**config.mk**
```make
export PLATFORM = sky130hd
export DESIGN_NAME = mem_port_arbiter
export DESIGN_NICKNAME = d
export VERILOG_FILES = /design/src/rtl/mem_port_arbiter.sv
export SDC_FILE = /design/constraint.sdc
export NUM_CORES = 1
export LEC_CHECK = 0
export ABC_AREA = 1
export BUFFER_PORTS_ARGS = -buffer_cell sky130_fd_sc_hd__buf_2
export CAP_MARGIN = 20
export CORE_AREA = 2 2 107 109
export DETAILED_ROUTE_END_ITERATION = 8
export DIE_AREA = 0 0 109 111
export PLACE_DENSITY_LB_ADDON = 0.25
export RECOVER_POWER = 25
export SLEW_MARGIN = 15
export SYNTH_ARGS = -nofsm -noshare
export SYNTH_HDL_FRONTEND = slang
export SYNTH_SLANG_ARGS = --single-unit
```
**constraint.sdc**
```tcl
create_clock -name clk -period 1.9 [get_ports clk]
set_clock_uncertainty 0.2 [all_clocks]
set_input_delay 0.38 -clock clk [delete_from_list [all_inputs] [get_ports clk]]
set_output_delay 0.38 -clock clk [all_outputs]
set_load 0.01 [all_outputs]
```
**src/rtl/mem_port_arbiter.sv**
```systemverilog
// Arbiter that shares one single-port memory between instruction fetch (IF)
// and the load/store unit (LS). One transaction outstanding at a time; the
// winning request is latched in IDLE and replayed to memory as req/gnt/rvalid.
//
// state    | meaning
// ---------+------------------------------------------------------------
// IDLE     | no transaction; arbitrate, pulse winner's gnt, latch request
// WAIT_GNT | mem_req high with latched attributes until mem_gnt
// WAIT_RSP | request accepted, waiting for mem_rvalid to return to owner
module mem_port_arbiter #(
    parameter int AW            = 32,
    parameter int DW            = 32,
    parameter int MAX_LS_STREAK = 4
) (
    input  logic            clk,
    input  logic            rst_n,
    input  logic            if_req,
    input  logic [AW-1:0]   if_addr,
    output logic            if_gnt,
    output logic            if_rvalid,
    output logic [DW-1:0]   if_rdata,
    input  logic            ls_req,
    input  logic            ls_we,
    input  logic [AW-1:0]   ls_addr,
    input  logic [DW-1:0]   ls_wdata,
    input  logic [DW/8-1:0] ls_be,
    output logic            ls_gnt,
    output logic            ls_rvalid,
    output logic [DW-1:0]   ls_rdata,
    output logic            mem_req,
    output logic            mem_we,
    output logic [AW-1:0]   mem_addr,
    output logic [DW-1:0]   mem_wdata,
    output logic [DW/8-1:0] mem_be,
    input  logic            mem_gnt,
    input  logic            mem_rvalid,
    input  logic [DW-1:0]   mem_rdata,
    output logic            err
);

    localparam int BW = DW / 8;
    localparam int SW = $clog2(MAX_LS_STREAK + 1);
    localparam logic [SW-1:0] STREAK_MAX = SW'(MAX_LS_STREAK);

    typedef enum logic [1:0] {
        IDLE     = 2'd0,
        WAIT_GNT = 2'd1,
        WAIT_RSP = 2'd2
    } state_t;

    state_t        state_q, state_d;
    logic          owner_ls_q;
    logic [SW-1:0] streak_q;
    logic          ls_win, if_win;
    logic          rsp_fire, spurious;

    // Arbitration: LS has priority unless IF has waited out a full LS streak
    always_comb begin
        ls_win = ls_req && !(if_req && (streak_q == STREAK_MAX));
        if_win = if_req && !ls_win;
    end

    // State register
    always_ff @(posedge clk or negedge rst_n) begin
        if (!rst_n) state_q <= IDLE;
        else        state_q <= state_d;
    end

    // Next-state logic
    always_comb begin
        state_d = state_q;
        case (state_q)
            IDLE: begin
                if (if_req || ls_req) state_d = WAIT_GNT;
            end
            WAIT_GNT: begin
                if (mem_gnt) state_d = mem_rvalid ? IDLE : WAIT_RSP;
            end
            WAIT_RSP: begin
                if (mem_rvalid) state_d = IDLE;
            end
            default: state_d = IDLE;
        endcase
    end

    // Output decode: grants, memory request, response routing, error detect
    always_comb begin
        if_gnt    = (state_q == IDLE) && if_win;
        ls_gnt    = (state_q == IDLE) && ls_win;
        mem_req   = (state_q == WAIT_GNT);
        rsp_fire  = ((state_q == WAIT_GNT) && mem_gnt && mem_rvalid) ||
                    ((state_q == WAIT_RSP) && mem_rvalid);
        if_rvalid = rsp_fire && !owner_ls_q;
        ls_rvalid = rsp_fire && owner_ls_q;
        if_rdata  = mem_rdata;
        ls_rdata  = mem_rdata;
        spurious  = mem_rvalid && ((state_q == IDLE) ||
                                   ((state_q == WAIT_GNT) && !mem_gnt));
    end

    // Latch the winning request; IF always reads a full word
    always_ff @(posedge clk or negedge rst_n) begin
        if (!rst_n) begin
            owner_ls_q <= 1'b0;
            mem_we     <= 1'b0;
            mem_addr   <= '0;
            mem_wdata  <= '0;
            mem_be     <= '0;
        end else if (ls_gnt) begin
            owner_ls_q <= 1'b1;
            mem_we     <= ls_we;
            mem_addr   <= ls_addr;
            mem_wdata  <= ls_wdata;
            mem_be     <= ls_be;
        end else if (if_gnt) begin
            owner_ls_q <= 1'b0;
            mem_we     <= 1'b0;
            mem_addr   <= if_addr;
            mem_wdata  <= '0;
            mem_be     <= {BW{1'b1}};
        end
    end

    // Count LS wins while IF is kept waiting; saturates at the limit
    always_ff @(posedge clk or negedge rst_n) begin
        if (!rst_n) begin
            streak_q <= '0;
        end else if (ls_gnt) begin
            if (!if_req)                     streak_q <= '0;
            else if (streak_q != STREAK_MAX) streak_q <= streak_q + 1'b1;
        end else if (if_gnt) begin
            streak_q <= '0;
        end
    end

    // Sticky flag for responses arriving when none is expected
    always_ff @(posedge clk or negedge rst_n) begin
        if (!rst_n)        err <= 1'b0;
        else if (spurious) err <= 1'b1;
    end

endmodule

```
==> results.sh <==
export IMPL_status="finished, violations left"
export IMPL_violations="setup timing"
export IMPL_ir_drop_mv=0.822
export IMPL_layout_setup_ws_ns=-0.0321
export IMPL_remaining_drc_errors=0
export IMPL_postSynthCellCount=586
export IMPL_area_growth_syn_to_layout_pct=25.3
export IMPL_wl_um=11800
export IMPL_grt_usage=0.196
export IMPL_finalCoreUtilization=0.505
export IMPL_rows=39
export IMPL_dp_cells=820
export IMPL_synth_most_common_cell="nand2_1"
export IMPL_synth_edf_count=0
export IMPL_antenna_found_initial=0
export IMPL_vias=4089
export IMPL_worstPathMaxFanout=3
export IMPL_arrival_ns=1.35
export IMPL_holdCritPathClass="in -> reg"
export IMPL_hold_path_startpoint="ls_wdata[19]"
export IMPL_fill_cells=1095
export IMPL_ff2ff_path_depth=9
export IMPL_dpl_hpwl_um=8020
export IMPL_grt_pass1_vias=3854
export IMPL_fin_cells=853
export IMPL_synthesis_area_um2=4460
export IMPL_finalSetupTns_ns=-0.0630
export IMPL_post_drt_wl_per_cell_um=13.8
export IMPL_async_reset_ff_frac=1.00
export IMPL_drive_gt1_frac=0.341
export IMPL_postRouteAntennaNets=0
export IMPL_min_to="mem_wdata[19]"
export IMPL_num_io_pins=278
export IMPL_clk_pin_slew_worst_paths_ns=0.06
export IMPL_netlist_cell_type_count=22
export IMPL_r2r_start="state_q[0]"
export IMPL_synthTopCellsByCount="nand2_1, dfrtp_1, inv_1"
export IMPL_worst_pin_slew_ns=0.414
export IMPL_rsz0062_at_grt="true"
export IMPL_yosysWarnings=0
export IMPL_post_route_period_util=1.02
export IMPL_yosys_area_top_type="dfrtp_1"
export IMPL_p_leak_nw=3.32
export IMPL_port_buffers=181
export IMPL_dieArea_um2=12100
export IMPL_h_tree_depth=3
export IMPL_worstSetupPathType="reg -> out"
export IMPL_required_ns=1.32
export IMPL_end_kind="primary output"
export IMPL_ys_flop_type="dfrtp_1"
export IMPL_synth_seq_cells=76
export IMPL_root_buffer="clkbuf_16"
export IMPL_max_stage_delay_ns=0.41
export IMPL_grt_max_degree=77
export IMPL_cts_buffers=9
export IMPL_drv_cap=0
export IMPL_power_mw=8.74
export IMPL_cpLargestDelayFamily="flip-flops"
export IMPL_die_y_um=111
export IMPL_crit_path_top_delay_cell="dfrtp_1"
export IMPL_hold_viol=0
export IMPL_cp_cell_sequence="inv_2, nand2_4, nor2_4, o21ai_2, nor2_1, buf_2"
export IMPL_regToRegEndpoint="mem_addr[0]"
export IMPL_fp_dieW_um=109
export IMPL_setup_violations_final=2
export IMPL_initial_utilization=0.403
export IMPL_drt_iter0_drc=295
export IMPL_dr_pass1_iters=4
export IMPL_grt_overflow=0
export IMPL_slew_limit_headroom=0.724
export IMPL_critPathLaunchType="register"
export IMPL_holdWs_ns=0.0451
export IMPL_regToRegSetupSlack_ns=0.11
export IMPL_cts_tree="yes"
export IMPL_yosysSeqAreaShare=0.426
export IMPL_place_congestion=0.769
export IMPL_synth_area_leaders="dfrtp_1, nand2_1, buf_4"
export IMPL_clkLatencyLatePin_ns=0.33
export IMPL_clock_sinks=76
export IMPL_grt_pass1_wl_um=18600
export IMPL_core_um2=11100
export IMPL_synth_top_area_share=0.426
export IMPL_synth_area_per_cell_um2=7.62
export IMPL_fmax_ghz=0.518
export IMPL_nNetsFinal=847
export IMPL_n_antenna_cell=0
export IMPL_vias_per_cell=4.79
export IMPL_clockBufferDepth=2
export IMPL_synth_nets=727
export IMPL_powerDensity_nw_per_um2=1560
export IMPL_finalMaxSlewViolations=0
export IMPL_whs_path_depth=3
export IMPL_min_period_ns=1.93
export IMPL_critPathBufInv=2
-- repair_timing --
item,4_1_cts,5_1_grt
pin swaps,3,6
resized for setup,9,12
endpoints found under the setup margin,4,22
hold buffers,1,0
buffers inserted,7,11
hold endpoints to repair,76,0
-- layer usage --
layer  GRT usage  up-vias  wire (µm)
met5           0        -          0
met2       0.320      174       5480
met4      0.0786        0        182
met1       0.238     1879       4970
met3      0.0600       16       1160
li1            -     2020          -
-- metrics by stage --
step	cell area, µm²	setup WS, ns
finish	5600	-0.0321
global route	5600	-0.152
CTS	5470	-0.0478
detailed placement	5020	0.0654
global placement	5020	0.144
floorplan	4460	0.242
-- report_power, final --
part           internal (mW)  switching (mW)  leakage (nW)  total (mW)
Clock                   1.41           0.660         0.176        2.07
Sequential              2.33           0.386         0.923        2.72
Combinational           1.63            2.32          2.22        3.95
Total                   5.37            3.37          3.32        8.74
-- logic make-up after synthesis --
logic type,after synthesis,share of synthesized area
AO/OA/AOI/OAI,6,0.00729
adder cells (fa/ha/maj),2,0.00560
flip-flops,76,0.426
AND/OR/NAND/NOR,326,0.348
buffers and inverters,175,0.212
XOR/XNOR,1,0.00196
-- worst register-to-register path, delay by kind of cell (launching register included) --
| family | cells | cell delay [ns] |
|---|---|---|
| flip-flops | 1 | 0.45 |
| buffers and inverters | 4 | 0.49 |
| AND/OR/NAND/NOR | 5 | 0.56 |
-- sequential cells by signal, summed over array words and instances (netlist names) --
register    flops
mem_addr       32
mem_wdata      32
mem_be          4
streak_q        3
state_q         2
err             1
mem_we          1
owner_ls_q      1
-- layout by cell type, fill, tap and decap left out --
cell / n
buf_2: 178
nand2_1: 169
dfrtp_1: 75
inv_1: 68
nand3_1: 66
nand4_1: 33
nand3b_1: 32
buf_4: 26
nor2_1: 17
clkbuf_16: 9
bufinv_16: 4
buf_12: 4
inv_2: 3
buf_6: 3
nand3_4: 2
nor2_4: 2
nand2_4: 2
o21ai_1: 2
clkinv_4: 2
inv_4: 1
nor2_2: 1
o21ai_2: 1
a21oi_4: 1
nand2_2: 1
or2_1: 1
a21oi_1: 1
xor2_1: 1
o21bai_1: 1
ha_4: 1
ha_1: 1
dlygate4sd3_1: 1
dfrtp_2: 1
-- worst max path at each step --
stage                            from     endpoint  slack, ns  cells after the start
final                      state_q[1]    if_rvalid      -0.03                      6
after global placement    streak_q[0]  streak_q[0]       0.14                      8
after floorplan           streak_q[0]       ls_gnt       0.24                      6
after CTS                 streak_q[1]       if_gnt      -0.05                      5
after global routing       state_q[1]    if_rvalid      -0.15                      6
after detailed placement  streak_q[0]  streak_q[1]       0.07                      8
-- final cells by class --
type	instances	area, µm²	area share
tap	143	179	0.0320
multi-input combinational	335	1670	0.298
inverter	72	273	0.0487
sequential	76	1900	0.340
clock buffer	9	225	0.0403
clock inverter	6	138	0.0246
timing repair buffer	212	1210	0.216
No activity file was read; power rests on OpenSTA's default activity.
